### src/rtl/seq_detector_param_if.sv
// Serial receive-path bundle for seq_detector_param.
// master: drives the bit stream, pattern reload and counter clear.
// slave : the detector; returns match pulse, match count and the matched prefix length.
// Ports: in_valid/in (qualified serial bit), cfg_load/cfg_pattern (pattern reload),
//        cnt_clr (counter clear), match/match_cnt/prefix_len (detector status).
interface seq_detector_param_if #(
  parameter int PAT_LEN = 7,
  parameter int CNT_W   = 8
);
  localparam int PW = $clog2(PAT_LEN + 1);

  logic               in_valid;
  logic               in;
  logic               cfg_load;
  logic [PAT_LEN-1:0] cfg_pattern;
  logic               cnt_clr;
  logic               match;
  logic [CNT_W-1:0]   match_cnt;
  logic [PW-1:0]      prefix_len;

  modport master (
    output in_valid, in, cfg_load, cfg_pattern, cnt_clr,
    input  match, match_cnt, prefix_len
  );

  modport slave (
    input  in_valid, in, cfg_load, cfg_pattern, cnt_clr,
    output match, match_cnt, prefix_len
  );
endinterface

### src/rtl/seq_detector_param.sv
// Purpose: KMP-style detector of a runtime-reloadable PAT_LEN-bit pattern (MSB first) in a serial stream.
// Latency: match is a registered pulse in the cycle after the edge that sampled the final bit.
// Flow: no backpressure; bits are consumed only on edges with in_valid=1, state holds otherwise.
// Ports: clk, reset (async, active-high), bus (slave modport of seq_detector_param_if):
//        in_valid/in, cfg_load/cfg_pattern, cnt_clr in; match, match_cnt, prefix_len out.
module seq_detector_param #(
  parameter int                 PAT_LEN = 7,
  parameter logic [PAT_LEN-1:0] PATTERN = 7'b1010111,
  parameter bit                 OVERLAP = 1'b1,
  parameter int                 CNT_W   = 8
) (
  input  logic                 clk,
  input  logic                 reset,
  seq_detector_param_if.slave  bus
);

  localparam int PW = $clog2(PAT_LEN + 1);
  typedef logic [PW-1:0] state_t;

  // State is encoded numerically as the matched prefix length (0..PAT_LEN-1).
  state_t             state_q, state_d;
  logic [PAT_LEN-1:0] pat_q, pat_d;
  logic [PAT_LEN-2:0] hist_q, hist_d;   // last PAT_LEN-1 accepted bits, newest in LSB
  logic               match_q, match_d;
  logic [CNT_W-1:0]   cnt_q, cnt_d;

  logic [PAT_LEN-1:0] window;
  logic [PAT_LEN-1:0] mask;
  state_t             best;
  logic               full;

  always_ff @(posedge clk or posedge reset) begin
    if (reset) begin
      state_q <= '0;
      hist_q  <= '0;
      pat_q   <= PATTERN;
      match_q <= 1'b0;
      cnt_q   <= '0;
    end else begin
      state_q <= state_d;
      hist_q  <= hist_d;
      pat_q   <= pat_d;
      match_q <= match_d;
      cnt_q   <= cnt_d;
    end
  end

  always_comb begin
    state_d = state_q;
    hist_d  = hist_q;
    pat_d   = pat_q;
    match_d = 1'b0;
    cnt_d   = cnt_q;
    window  = {hist_q, bus.in};
    mask    = '0;
    best    = '0;

    // Longest prefix (shorter than the full pattern) that is a suffix of the
    // stream including the incoming bit. Only the last state_q+1 bits are
    // meaningful, which is what makes bits older than a restart invisible.
    for (int k = 1; k < PAT_LEN; k++) begin
      mask = {PAT_LEN{1'b1}} >> (PAT_LEN - k);
      if ((k <= int'(state_q) + 1) &&
          (((window ^ (pat_q >> (PAT_LEN - k))) & mask) == '0)) begin
        best = state_t'(k);
      end
    end

    full = (state_q == state_t'(PAT_LEN - 1)) && (bus.in == pat_q[0]);

    if (bus.cfg_load) begin
      // Reload wins over data: the bit on this edge is dropped.
      pat_d   = bus.cfg_pattern;
      state_d = '0;
      hist_d  = '0;
    end else if (bus.in_valid) begin
      hist_d = window[PAT_LEN-2:0];
      if (full) begin
        match_d = 1'b1;
        if (OVERLAP) begin
          // With state at PAT_LEN-1, best is the longest proper border of the pattern.
          state_d = best;
        end else begin
          state_d = '0;
          hist_d  = '0;
        end
      end else begin
        state_d = best;
      end
    end

    // A clear coinciding with a match leaves exactly that match counted.
    if (bus.cnt_clr) begin
      cnt_d = match_d ? CNT_W'(1) : '0;
    end else if (match_d && (cnt_q != {CNT_W{1'b1}})) begin
      cnt_d = cnt_q + CNT_W'(1);
    end
  end

  assign bus.match      = match_q;
  assign bus.match_cnt  = cnt_q;
  assign bus.prefix_len = state_q;

endmodule

### src/flat_wrapper.sv
// flat-port wrapper written by rule: the top's interface ports become plain ports
module seq_detector_param_flat 
#(
  parameter int                 PAT_LEN = 7,
  parameter logic [PAT_LEN-1:0] PATTERN = 7'b1010111,
  parameter bit                 OVERLAP = 1'b1,
  parameter int                 CNT_W   = 8
)
  (clk, reset, bus_in_valid, bus_in, bus_cfg_load, bus_cfg_pattern, bus_cnt_clr, bus_match, bus_match_cnt, bus_prefix_len);
  seq_detector_param_if #(.PAT_LEN(PAT_LEN), .CNT_W(CNT_W)) bus_i ();
  input  logic clk;
  input  logic reset;
  input wire logic [$bits(bus_i.in_valid)-1:0] bus_in_valid;
  input wire logic [$bits(bus_i.in)-1:0] bus_in;
  input wire logic [$bits(bus_i.cfg_load)-1:0] bus_cfg_load;
  input wire logic [$bits(bus_i.cfg_pattern)-1:0] bus_cfg_pattern;
  input wire logic [$bits(bus_i.cnt_clr)-1:0] bus_cnt_clr;
  output wire logic [$bits(bus_i.match)-1:0] bus_match;
  output wire logic [$bits(bus_i.match_cnt)-1:0] bus_match_cnt;
  output wire logic [$bits(bus_i.prefix_len)-1:0] bus_prefix_len;
  assign bus_i.in_valid = bus_in_valid;
  assign bus_i.in = bus_in;
  assign bus_i.cfg_load = bus_cfg_load;
  assign bus_i.cfg_pattern = bus_cfg_pattern;
  assign bus_i.cnt_clr = bus_cnt_clr;
  assign bus_match = bus_i.match;
  assign bus_match_cnt = bus_i.match_cnt;
  assign bus_prefix_len = bus_i.prefix_len;
  seq_detector_param #(.PAT_LEN(PAT_LEN), .PATTERN(PATTERN), .OVERLAP(OVERLAP), .CNT_W(CNT_W)) u_core (.clk(clk), .reset(reset), .bus(bus_i));
endmodule
### config.mk
export PLATFORM = sky130hd
export DESIGN_NAME = seq_detector_param_flat
export DESIGN_NICKNAME = d
export VERILOG_FILES = /design/src/rtl/seq_detector_param_if.sv /design/src/rtl/seq_detector_param.sv /design/src/flat_wrapper.sv
export SDC_FILE = /design/constraint.sdc
export NUM_CORES = 1
export LEC_CHECK = 0
export CAP_MARGIN = 20
export CORE_MARGIN = 2
export CORE_UTILIZATION = 56
export CTS_CLUSTER_DIAMETER = 60
export CTS_CLUSTER_SIZE = 28
export DETAILED_ROUTE_END_ITERATION = 16
export PLACE_DENSITY = 0.91
export REMOVE_ABC_BUFFERS = 1
export SLEW_MARGIN = 25
export SYNTH_ARGS = -nofsm -noshare
export SYNTH_HDL_FRONTEND = slang
export SYNTH_SLANG_ARGS = --single-unit
### constraint.sdc
create_clock -name clk -period 5.5 [get_ports clk]
set_clock_uncertainty 0.05 [all_clocks]
set_input_delay 1.1 -clock clk [delete_from_list [all_inputs] [get_ports clk]]
set_output_delay 1.1 -clock clk [all_outputs]
set_load 0.01 [all_outputs]
Yosys cells after proc, flatten, opt, wreduce, memory -nomap -nowiden
Cells that the tools add are included.
- bits in registers: 24
- output and inout bits: 12
- add/sub/neg operators: 2
- order comparisons: 6
- equality and inequality tests: 3
- mux-type cells: 16
- bitwise operators: 6
- reductions and logical operators: 16
- operator list (operator ; count):
    4-bit by 32-bit <= comparator with 1-bit output, first input constant ; 3
    3-bit by 32-bit <= comparator with 1-bit output, first input constant ; 2
    7-bit logical NOT ; 6
    2-bit by 32-bit <= comparator with 1-bit output, first input constant ; 1
    3-bit 2-to-1 mux ; 7
    8-bit 2-to-1 mux ; 2
    5-bit 2-to-1 mux ; 2
    8-bit by 1-bit adder with 8-bit output, second input constant ; 1
    1-bit logical AND ; 8
    8-bit inequality test, second input constant ; 1
    6-bit XOR ; 1
    1-bit 2-to-1 mux ; 5
    5-bit XOR ; 1
    3-bit by 1-bit adder with 4-bit output, second input constant ; 1
    2-bit nonzero test ; 2
    4-bit XOR ; 1
    3-bit equality test, second input constant ; 1
    3-bit XOR ; 1
    2-bit XOR ; 1
    1-bit equality test ; 1
    1-bit XOR ; 1

Longest topological paths before layout
- depth in word-level cells: 11
- mapped depth: 8

Worst setup path before layout
OpenSTA, ideal clock, no wires.
- path type: in2reg
- start: input port bus_cfg_load
- end: register u_core.cnt_q[7], in the netlist u_core.bus.match_cnt[7]
- arrival: 2368 ps
- path slack: 2952 ps
- cell stages on the path: 7
- path buffers: 2
- cell sequence: buf_4 -> nand4b_1 -> a211o_1 -> clkbuf_1 -> nor4_1 -> xnor2_1 -> nor2_1
- word-level cells in the longest chain between the ends: 3
- ends and longest elaborated chain (element ; line ; source):
    from (decl) ; flat_wrapper.sv:15 ; input wire logic [$bits(bus_i.cfg_load)-1:0] bus_cfg_load;
    1-bit 2-to-1 mux ; seq_detector_param.sv:71 ; if (bus.cfg_load) begin
    1-bit logical AND ; seq_detector_param.sv:95 ; end else if (match_d && (cnt_q != {CNT_W{1'b1}})) begin
    2-bit nonzero test (no line) ; n/a ;
    to (signal assigned) ; seq_detector_param.sv:44 ; cnt_q <= cnt_d;
    to (decl) ; seq_detector_param.sv:25 ; logic [CNT_W-1:0] cnt_q, cnt_d;
Every way passes these cells.
A chain may end at the register's enable or synchronous reset.

Worst setup path after layout
- start: input port bus_in
- end: register u_core.state_q[0], in the netlist u_core.bus.prefix_len[0]
- word-level cells in the longest chain between the ends: 11
- elaborated cells between the ends (all ways): 26
- those cells by class: mux: 8; bitwise: 6; reduce/logical: 12
- ends and longest elaborated chain (element ; line ; source):
    from (decl) ; flat_wrapper.sv:14 ; input wire logic [$bits(bus_i.in)-1:0] bus_in;
    1-bit XOR ; seq_detector_param.sv:64 ; (((window ^ (pat_q >> (PAT_LEN - k))) & mask) == '0)) begin
    7-bit logical NOT ; seq_detector_param.sv:64 ;
    1-bit logical AND ; seq_detector_param.sv:63 ; if ((k <= int'(state_q) + 1) &&
    1-bit 2-to-1 mux ; seq_detector_param.sv:63 ;
    3-bit 2-to-1 mux (4 in series) ; seq_detector_param.sv:63 ;
    3-bit 2-to-1 mux * ; seq_detector_param.sv:63 ;
    3-bit 2-to-1 mux * ; seq_detector_param.sv:76 ; end else if (bus.in_valid) begin
    3-bit 2-to-1 mux * ; seq_detector_param.sv:71 ;
    to (signal assigned) ; seq_detector_param.sv:40 ; state_q <= state_d;
    to (decl) ; seq_detector_param.sv:21 ; state_t state_q, state_d;
Mark *: on every way between the ends. The rest lies on a longest branch, timed or not. The select of a mux whose other input is x is not followed.

==> flow_metrics.tcl <==
set metrics [dict create \
    async_reset_ff_share_pct 100 \
    synthMuxAreaShare_pct 8.28 \
    num_rows 19 \
    worst_pin_slew_ns 0.858 \
    clockBufferDepth 2 \
    grt_use_total_pct 21.1 \
    synthSimpleGateAreaFrac_pct 18.4 \
    peakVddDrop_uv 158 \
    cp_top_family "simple AND/OR/NAND/NOR gates" \
    area.sequential_sq_um 607 \
    initial_core_util_pct 59.8 \
    hold_class "reg2reg" \
    slew_headroom_pct 42.4 \
    cts_made_buffers 3 \
    maxCapViolCount 0 \
    ant_nets 0 \
    hpwl_um 2440 \
    route.met3.wl_um 81 \
    endpoint_kind "flop" \
    synth_top_family_by_area "simple AND/OR/NAND/NOR gates" \
    postCtsHoldBufs 0 \
    met1_length_um 1490 \
    synth_seq_area_share_pct 36.2 \
    grt_max_degree 25 \
    place_congestion 0.884 \
    routed_via_density 5.99 \
    synth_compound_area_share_pct 10.5 \
    cts.clk_slew.worst_paths_ns 0.13 \
    critPathRequiredTime_ns 5.67 \
    critPathLaunchType "primary input" \
    fp.dieArea_sq_um 3450 \
    design_area_sq_um 1870 \
    drive_gt1_share_pct 11.0 \
    htreeDepth 1 \
    synth-seq-cells 24 \
    synth.top_cells.by_count "19 x dfrtp_1, 19 x nor2_1, 14 x xor2_1" \
    yosys.cell_types.count 47 \
    dr_wl_met2_um 1760 \
    crit_arrival_ns 3.40 \
    post_synth_fa_ha_maj_area_fraction_pct 4.47 \
    synthXorXnorAreaFrac_pct 13.6 \
    grt_antenna_before_repair 0 \
    max_stage_delay_ns 0.72 \
    portBuffers 24 \
    cts-root-buf "clkbuf_4" \
    area_growth_pct 11.6 \
    grt_pass1_vias 1201 \
    fin_setup_tns_ns 0 \
    critPathSlowestCell "clkdlybuf4s50_1" \
    critPathKind "in2reg" \
    hold_viol 0 \
    p_per_area_nw_per_um2 201 \
    grt-ovfl-total 0 \
    fin_nets 202 \
    cts_tree "yes" \
    slew_violations 0 \
    grt_setup_unrepaired "false" \
    worst-path-buf-inv 1 \
    drt-pass1-iter-count 4 \
    yosys_warnings 0 \
    max_freq_mhz 310 \
    synth_flop_cell "dfrtp_1" \
    yosys.area.top_type "dfrtp_1" \
    final.fill_count 227 \
    detail_route.wirelength_um 3400 \
    period_minus_slack_ns 3.23 \
    place_area_sq_um 1840 \
    drc 0 \
    synth_area_sq_um 1680 \
    setup_viol 0 \
    routed.top_layer "met4" \
    status "finished, final reports clean" \
    diodes 0 \
    pin_count 25 \
    grt_pass1_wl_um 5550 \
    clk_latency_ns 0.31 \
    coreArea_sq_um 2810 \
    crit_chain "clkdlybuf4s50_1, nor4b_1, or4_1, a2111oi_1, o31ai_1, a221oi_2" \
    postCtsResizedCells 0 \
    multi_input_area_sq_um 927 \
    vias 1275 \
    synth-edff-count 0 \
    synth_area_leaders "dfrtp_1 28%, dfstp_2 7.8%, xor2_1 7.3%" \
    clkSinkCount 24 \
    worst-path-max-fanout 15 \
    postCtsSetupBuffers 0 \
    first_iter_violations 43 \
    leakagePower_nw 0.751 \
    die_y_um 58.7 \
    syn_avg_cell_area_sq_um 10.0 \
    synth_top_cell_area_share_pct 28.3 \
    syn_inst 167 \
    p_total_w 0.000377 \
    final.period_utilization_pct 58.7 \
    routedWlPerCell_um 16.0 \
    die-width_um 58.7 \
]
-- through the flow --
step | hold slack (ns) | setup slack, ns | std cells | util (%)
floorplan | 0.456 | 2.95 | 154 | -
global placement | 0.478 | 2.06 | 209 | 65.4
CTS | 0.546 | 2.28 | 213 | 66.7
finish | 0.541 | 2.27 | 213 | 66.7
detailed placement | 0.518 | 1.94 | 209 | 65.4
global route | 0.573 | 2.10 | 213 | 66.7
-- routing by layer --
metal | vias up | global-route usage, %
met3 | 7 | 2.64
met5 | - | 0
met2 | 27 | 35.4
met1 | 630 | 27.9
met4 | 0 | 7.79
li1 | 611 | -
-- cell families (layout without fill, tap and decap cells) --
group,after synthesis,after routing
buffers and inverters,19,34
adders and majority gates,6,6
and+or+nand+nor,57,57
muxes,13,13
AOI/OAI and AO/OA,22,22
xor gates and xnor gates,26,26
DFF,24,24
-- worst reg2reg max path: stages (launching register included) --
cell and delay, ns:
dfrtp_1 0.62, and4_4 0.31, or4_1 0.46, a2111oi_1 0.39
o31ai_1 0.12, a221oi_2 0.25
-- placed cells by master, fill, tap and decap left out, types with 2 or more instances in the layout --
cell type        Yosys  routed
clkdlybuf4s50_1      0      24
nor2_1              19      19
dfrtp_1             19      19
xor2_1              14      14
xnor2_1             12      12
mux2_2               7       7
nand2_1              7       7
mux2i_1              6       6
ha_1                 6       6
nor3_1               5       5
inv_1                6       5
dfstp_2              5       5
nand3_1              4       4
a21oi_1              3       3
nand3b_1             3       3
clkbuf_4             0       3
nand4b_1             2       2
a211o_1              2       2
nor4_1               2       2
a21boi_0             2       2
nand4_1              2       2
o211ai_1             2       2
o31ai_1              2       2
or4_1                2       2
nor4b_1              2       2
nor3b_1              2       2
a211oi_1             2       2
-- flip-flops by register name, indices dropped and copies added (netlist names) --
name,flops
u_core.hist_q,5
u_core.pat_q,7
u_core.bus.prefix_len,3
u_core.bus.match_cnt,8
u_core.bus.match,1
-- cell type report --
class                           count  share of cell area, %
Timing Repair Buffer               24                   12.8
Tap cell                           31                   2.07
Sequential cell                    24                   32.4
Inverter                            6                   1.20
Clock buffer                        4                   1.94
Multi-Input combinational cell    124                   49.5
-- power by group --
part           internal [W]  total (W)  leakage [nW]  switching (W)
clock network     0.0000405  0.0000930        0.0210      0.0000526
logic             0.0000403  0.0000777         0.419      0.0000373
registers          0.000187   0.000206         0.311      0.0000189
-- final timing paths --
| path | start | endpoint | slack, ns | cells after the start |
|---|---|---|---|---|
| worst max-delay path | bus_in | u_core.bus.prefix_len[0] | 2.27 | 6 |
| worst min-delay path | u_core.bus.match_cnt[1] | u_core.bus.match_cnt[1] | 0.54 | 2 |
| worst max register to register | u_core.hist_q[0] | u_core.bus.prefix_len[0] | 3.21 | 5 |
| worst min register to register | u_core.bus.match_cnt[1] | u_core.bus.match_cnt[1] | 0.54 | 2 |
| max in group asynchronous | reset | u_core.bus.prefix_len[1] | 3.90 | 2 |
| min in group asynchronous | reset | u_core.pat_q[3] | 1.09 | 2 |
Note: power is estimated with default switching activity, not from simulation.
